--- src/rtl/pipe_demux_1_2_pkg.sv ---
// Shared types and defaults for the pipe_demux_1_2 stream demultiplexer.
// Holds the per-channel state encoding used by the skid stages and the top.
package pipe_demux_1_2_pkg;

    typedef enum logic [1:0] {
        EMPTY = 2'd0,
        BUSY  = 2'd1,
        FULL  = 2'd2
    } chanState_t;

    localparam int DEFAULT_WIDTH     = 8;
    localparam int DEFAULT_CNT_WIDTH = 16;

endpackage

--- src/rtl/pipe_demux_1_2_skid_stage.sv ---
// Two-entry valid/ready register slice: a main register drives the output,
// a skid register catches the one word that arrives while the consumer stalls.
module pipe_skid_stage
    import pipe_demux_1_2_pkg::*;
#(
    parameter int WIDTH = DEFAULT_WIDTH
) (
    input  logic             clk,
    input  logic             rst,
    input  logic             push,
    input  logic [WIDTH-1:0] pushData,
    input  logic             outReady,
    output chanState_t       state,
    output logic             outValid,
    output logic [WIDTH-1:0] outData
);

    logic             pop;
    logic [WIDTH-1:0] skidData;

    assign pop = outValid && outReady;

    // Push is never asserted in FULL because the top drops in_ready for this channel.
    always_ff @(posedge clk or posedge rst) begin
        if (rst) begin
            state    <= EMPTY;
            outValid <= 1'b0;
            outData  <= '0;
            skidData <= '0;
        end else begin
            case (state)
                EMPTY: begin
                    if (push) begin
                        state    <= BUSY;
                        outValid <= 1'b1;
                        outData  <= pushData;
                    end
                end
                BUSY: begin
                    if (push && !pop) begin
                        state    <= FULL;
                        skidData <= pushData;
                    end else if (push && pop) begin
                        outData <= pushData;
                    end else if (pop) begin
                        state    <= EMPTY;
                        outValid <= 1'b0;
                    end
                end
                FULL: begin
                    if (pop) begin
                        state   <= BUSY;
                        outData <= skidData;
                    end
                end
                default: begin
                    state    <= EMPTY;
                    outValid <= 1'b0;
                end
            endcase
        end
    end

endmodule

--- src/rtl/pipe_demux_1_2.sv ---
// Registered 1-to-2 valid/ready stream demultiplexer with a skid stage per output.
// Define DEMUX_STATS_EN to add saturating per-channel push counters with a clear input.
module pipe_demux_1_2
    import pipe_demux_1_2_pkg::*;
#(
    parameter int WIDTH     = DEFAULT_WIDTH
`ifdef DEMUX_STATS_EN
   ,parameter int CNT_WIDTH = DEFAULT_CNT_WIDTH
`endif
) (
    input  logic             clk,
    input  logic             rst,
    input  logic             in_valid,
    output logic             in_ready,
    input  logic             in_sel,
    input  logic [WIDTH-1:0] in_data,
    output logic             out0_valid,
    input  logic             out0_ready,
    output logic [WIDTH-1:0] out0_data,
    output logic             out1_valid,
    input  logic             out1_ready,
    output logic [WIDTH-1:0] out1_data
`ifdef DEMUX_STATS_EN
   ,input  logic                 stat_clr,
    output logic [CNT_WIDTH-1:0] stat_cnt0,
    output logic [CNT_WIDTH-1:0] stat_cnt1
`endif
);

    chanState_t state0;
    chanState_t state1;
    chanState_t selState;
    logic       push0;
    logic       push1;

    // Only the selected channel's fullness gates the input, so a stalled
    // destination never blocks words steered to the other one.
    assign selState = in_sel ? state1 : state0;
    assign in_ready = !rst && (selState != FULL);
    assign push0    = in_valid && in_ready && !in_sel;
    assign push1    = in_valid && in_ready &&  in_sel;

    pipe_skid_stage #(.WIDTH(WIDTH)) chan0 (
        .clk      (clk),
        .rst      (rst),
        .push     (push0),
        .pushData (in_data),
        .outReady (out0_ready),
        .state    (state0),
        .outValid (out0_valid),
        .outData  (out0_data)
    );

    pipe_skid_stage #(.WIDTH(WIDTH)) chan1 (
        .clk      (clk),
        .rst      (rst),
        .push     (push1),
        .pushData (in_data),
        .outReady (out1_ready),
        .state    (state1),
        .outValid (out1_valid),
        .outData  (out1_data)
    );

`ifdef DEMUX_STATS_EN
    // Clear wins over a coincident push; counters stick at all-ones.
    always_ff @(posedge clk or posedge rst) begin
        if (rst) begin
            stat_cnt0 <= '0;
            stat_cnt1 <= '0;
        end else if (stat_clr) begin
            stat_cnt0 <= '0;
            stat_cnt1 <= '0;
        end else begin
            if (push0 && (stat_cnt0 != '1)) begin
                stat_cnt0 <= stat_cnt0 + 1'b1;
            end
            if (push1 && (stat_cnt1 != '1)) begin
                stat_cnt1 <= stat_cnt1 + 1'b1;
            end
        end
    end
`endif

endmodule

--- config.mk ---
export PLATFORM = sky130hd
export DESIGN_NAME = pipe_demux_1_2
export DESIGN_NICKNAME = d
export VERILOG_FILES = /design/src/rtl/pipe_demux_1_2_pkg.sv /design/src/rtl/pipe_demux_1_2_skid_stage.sv /design/src/rtl/pipe_demux_1_2.sv
export SDC_FILE = /design/constraint.sdc
export NUM_CORES = 1
export LEC_CHECK = 0
export BUFFER_PORTS_ARGS = -buffer_cell sky130_fd_sc_hd__buf_4
export CAP_MARGIN = 5
export CORE_ASPECT_RATIO = 0.9
export CORE_UTILIZATION = 59
export DETAILED_ROUTE_END_ITERATION = 8
export GPL_TIMING_DRIVEN = 0
export PLACE_DENSITY_LB_ADDON = 0.3
export SLEW_MARGIN = 0
export SYNTH_ARGS = -nofsm -noshare
export SYNTH_HDL_FRONTEND = slang
export SYNTH_SLANG_ARGS = --single-unit
--- constraint.sdc ---
create_clock -name clk -period 4.6 [get_ports clk]
set_input_delay 0.69 -clock clk [delete_from_list [all_inputs] [get_ports clk]]
set_output_delay 0.69 -clock clk [all_outputs]
set_load 0.005 [all_outputs]
# == Word-level counts from Yosys, hierarchy flattened ==
# Index checks and enable logic that the tools add are counted.
# totals
reg_bits,38
input_bits,14
output_inout_bits,19
elab_cells,90
# classes
n_reduce_logical,26
bitwise,2
mux,33
eq_ne,21
# op_table
cell,n
two-way mux 8 bit,8
case mux 8 bit (3 select lines),2
two-way mux 2 bit,11
AND reduction 5 bit,4
"!= test 2 x 1 -> 1 bit, second input constant",8
case mux 2 bit (3 select lines),2
logical AND 1 bit,10
"!= test 2 bit, second input constant",5
two-way mux 1 bit,8
AND reduction 4 bit,2
"!= test 3 x 1 -> 1 bit, second input constant",2
"!= test 3 x 2 -> 1 bit, second input constant",2
case mux 1 bit (3 select lines),2
nonzero test 3 bit,2
"equality test 2 x 1 -> 1 bit, second input constant",2
"equality test 2 bit, second input constant",2
logical NOT 1 bit,4
logical NOT 2 bit,2
AND reduction 2 bit,2
NOT 1 bit,2

# == Logic depth before layout (Yosys ltp) ==
# depth
word_depth,9
depth_mapped,4
depth_no_buf,3

# == Modules after synthesis ==
# Synthesis repeated with hierarchy kept, for this count alone.
# hier_totals
cells_unflattened,133
area_unflattened_um2,1911.8
# by_module_without_submodules
module,area_each_um2,cells_per_inst,n_inst
pipe_skid_stage,932.1,63,2
pipe_demux_1_2,47.5,7,1

# == Least setup slack after synthesis ==
# No wires, ideal clock.
# synth_path
path_kind,flip-flop to output port
startpoint,register chan0.state[1]
endpoint,output port in_ready
path_stages_with_launch,5
setup_slack_ns,2.788
t_arrival_ns,1.122
cell_sequence,dfrtp_1 nor2b_1 buf_2 and2b_1 a211oi_1
# synth_via
elab_chain_cells,3
# synth_lines
element,line,source
start: declaration,pipe_demux_1_2_skid_stage.sv:13,"output chanState_t state,"
start signal: assignment,pipe_demux_1_2_skid_stage.sv:26,state <= EMPTY;
start signal: assignment,pipe_demux_1_2_skid_stage.sv:34,state <= BUSY;
start signal: assignment,pipe_demux_1_2_skid_stage.sv:41,state <= FULL;
two-way mux 2 bit,pipe_demux_1_2.sv:38,assign selState = in_sel ? state1 : state0;
!= test 2 bit,pipe_demux_1_2.sv:39,assign in_ready = !rst && (selState != FULL);
logical AND 1 bit,pipe_demux_1_2.sv:39,
end: declaration,pipe_demux_1_2.sv:14,"output logic in_ready,"
# Every way passes these cells.

# == Worst setup path in the final report ==
# Same ends and word-level chain as after synthesis.

==> summary.txt <==
Status
  – Run status: complete, no violations

Setup path
  – Max stage delay cell, worst path: dfrtp_1
  – R2R cell count: 4
  – Crit-path max FO: 10
  – Worst r2r src: chan0.state[1]
  – Crit path kind: flip-flop to output port
  – Crit-path cells: nor2b_1 > buf_2 > and2b_1 > a211oi_1 > buf_4
  – CP startpoint kind: flip-flop
  – Worst setup startpoint: chan0.state[1]
  – Worst EP arrival: 1.69 ns
  – CP required: 3.91 ns
  – CP Capture Type: output port
  – Crit-path max cell delay: 0.47 ns

Die
  – Core box area: 0.00286 mm²
  – Die span in y: 55.0 µm
  – Cell row count: 18
  – Die area: 0.00335 mm²
  – Chip Width: 60.9 µm
  – Ports: 33
  – Initial core utilization: 64.4%

Clock tree
  – Clk_lat worst skew: 0.33 ns
  – Resize count post-CTS: 0
  – Clock Sink Count: 38
  – Clock root buffer: clkbuf_4
  – CTS Hold Buffers Added: 0
  – Worst-path clk slew: 0.12 ns
  – CTS tree: built
  – CTS H-Tree Depth: 2
  – CTS Buf Count: 5
  – Clock Path Buffers: 2
  – Post-CTS Setup Bufs: 0

STA
  – Relative slew slack: 36.3%
  – Fmax: 421 MHz
  – Period minus WS final: 2.38 ns
  – Max-slew violation count: 0
  – Layout Skew: 0.0114 ns
  – Final worst-path setup slack: 2.22 ns
  – WHS: 0.515 ns
  – Worst Tran Pin Value: 0.954 ns
  – Part of the cycle the worst path needs: 51.6%
  – Setup TNS: 0 ns
  – Final Hold Fails: 0
  – Final setup vio count: 0
  – RSZ-0062 raised after global routing: false

Min path
  – Hold Crit Class: flip-flop to flip-flop
  – Worst hold start: chan0.skidData[3]
  – Hold Crit Depth: 1

Drt
  – Iteration-0 DRC Markers: 41
  – DRC: 0
  – Vias per cell: 5.48
  – DRT Pass-1 Iters: 4
  – Drt wl/cell: 15.8 µm
  – DRT antenna net count: 0
  – WL final: 3310 µm
  – Vias: 1,145

Finish
  – Area growth from synthesis to layout: 20.8%
  – Net count, final: 182
  – Ant. Diodes: 0
  – Fill count: 183
  – Share of the core filled with cells: 77.9%
  – Layout cell share with drive strength beyond 1: 58.0%

Placed design
  – Hpwl dp: 2460 µm
  – Placer Congestion: 0.713
  – Port bufs: 32
  – Setup slack at placement: 2.55 ns

Logic synthesis
  – Post-synth EDFFs: 0
  – Net Count, Synth: 142
  – Seq cells post-synth: 38
  – Synth async-reset ratio: 100%
  – Synth Instances: 128
  – Commonest cells in the netlist: mux2_2, dfrtp_1, mux2_4, a21oi_1, inv_1
  – Synth top area share: 51.6%
  – Synth top area cells: dfrtp_1, mux2_2, mux2_4
  – Synth Warn #: 0
  – Synthesized area: 0.00184 mm²
  – Count leader, synth: mux2_2
  – Synth Flop Type: dfrtp_1
  – Unique cell type count in the Yosys netlist: 27
  – Post-synthesis sequential area ratio: 51.6%
  – Leading area contributor after synthesis: dfrtp_1
  – Synthesized area per cell: 14.4 µm²

Power
  – Sw Ratio: 28.0%
  – PwrDens: 546 mW/mm²
  – Seq pwr share: 48.2%
  – Net switching power: 340 µW
  – Clock share of power: 17.3%
  – VDD IR-drop max: 368 µV
  – Leak: 0.00104 µW
  – Combinational Power Share: 34.4%
  – Pint: 876 µW

Global route
  – Global-route wire length before repair: 5290 µm
  – Antenna violations before repair: 0
  – Total GRT Usage: 22.7%
  – Total gr overflow: 0
  – Largest net degree at the start of global routing: 25
  – Vias in the first global route: 1,138

Run
  – Max-cap violations: 0
## state kept, by name, summed over array words and instances (netlist names)
| signal | count |
|---|---|
| chan1.outData | 8 |
| chan1.state | 2 |
| chan0.outValid | 1 |
| chan0.outData | 8 |
| chan1.outValid | 1 |
| chan1.skidData | 8 |
| chan0.state | 2 |
| chan0.skidData | 8 |
## area by class of cell
type | instances | area (µm²) | area share (%)
Clock buffer | 8 | 78.8 | 3.54
Timing Repair Buffer | 33 | 255 | 11.5
Multi-Input combinational cell | 83 | 850 | 38.1
Buffer | 3 | 27.5 | 1.24
Tap cell | 40 | 50.0 | 2.25
Sequential cell | 38 | 951 | 42.7
Inverter | 4 | 15.0 | 0.674
## placed cells by master (no fill, tap or decap), types with 3 or more instances in the layout
cell type  synthesis  layout
clkbuf_4           0       5
buf_4              0      32
clkbuf_8           0       3
a21oi_1            4       4
inv_1              4       4
dfrtp_1           38      38
mux2_4             8       8
nor2_1             3       3
o21ai_0            3       3
mux2_2            40      40
## per-layer routing
| layer | share of wire (%) | up-vias | track usage [%] |
|---|---|---|---|
| met5 | 0 | - | 0 |
| met4 | 0.97 | 0 | 5.68 |
| met3 | 3.1 | 4 | 5.35 |
| met2 | 53 | 25 | 40.1 |
| met1 | 43 | 573 | 28.3 |
| li1 | - | 543 | - |
## path summary, 6_finish.rpt
kind	endpoint	slack, ns
setup / recovery	in_ready	2.22
max in group asynchronous	chan1.skidData[7]	3.37
hold / removal	chan0.skidData[3]	0.51
min in group asynchronous	chan0.state[1]	0.61
hold reg to reg	chan0.skidData[3]	0.51
setup reg to reg	chan0.outData[6]	2.94
## power by group through the flow
stage	clock [µW]	sequential, µW	combinational [µW]
final	210	586	419
after global routing	226	609	456
after CTS	214	588	425
after detailed placement	0	595	423
after global placement	0	579	406
after floorplan	0	578	243
## stage by stage
stage / power, µW / area (µm²) / instances
final: 1220 / 2230 / 209
after global routing: 1290 / 2230 / 209
after CTS: 1230 / 2230 / 209
after detailed placement: 1020 / 2150 / 201
after global placement: 985 / 2130 / 200
after floorplan: 822 / 1840 / 128
## cell families after synthesis
logic type,Yosys count,share of synthesized area [%]
buf+inv,7,2.31
simple gates,18,7.60
compound gates,15,6.45
flops,38,51.6
mux,50,32.0
## critical path, delay by kind of cell, from the launching register on
kind,cells,cell delay (ns)
compound gates,1,0.21
buf+inv,2,0.34
flops,1,0.47
simple gates,2,0.33
No activity file was read; power rests on OpenSTA's default activity.
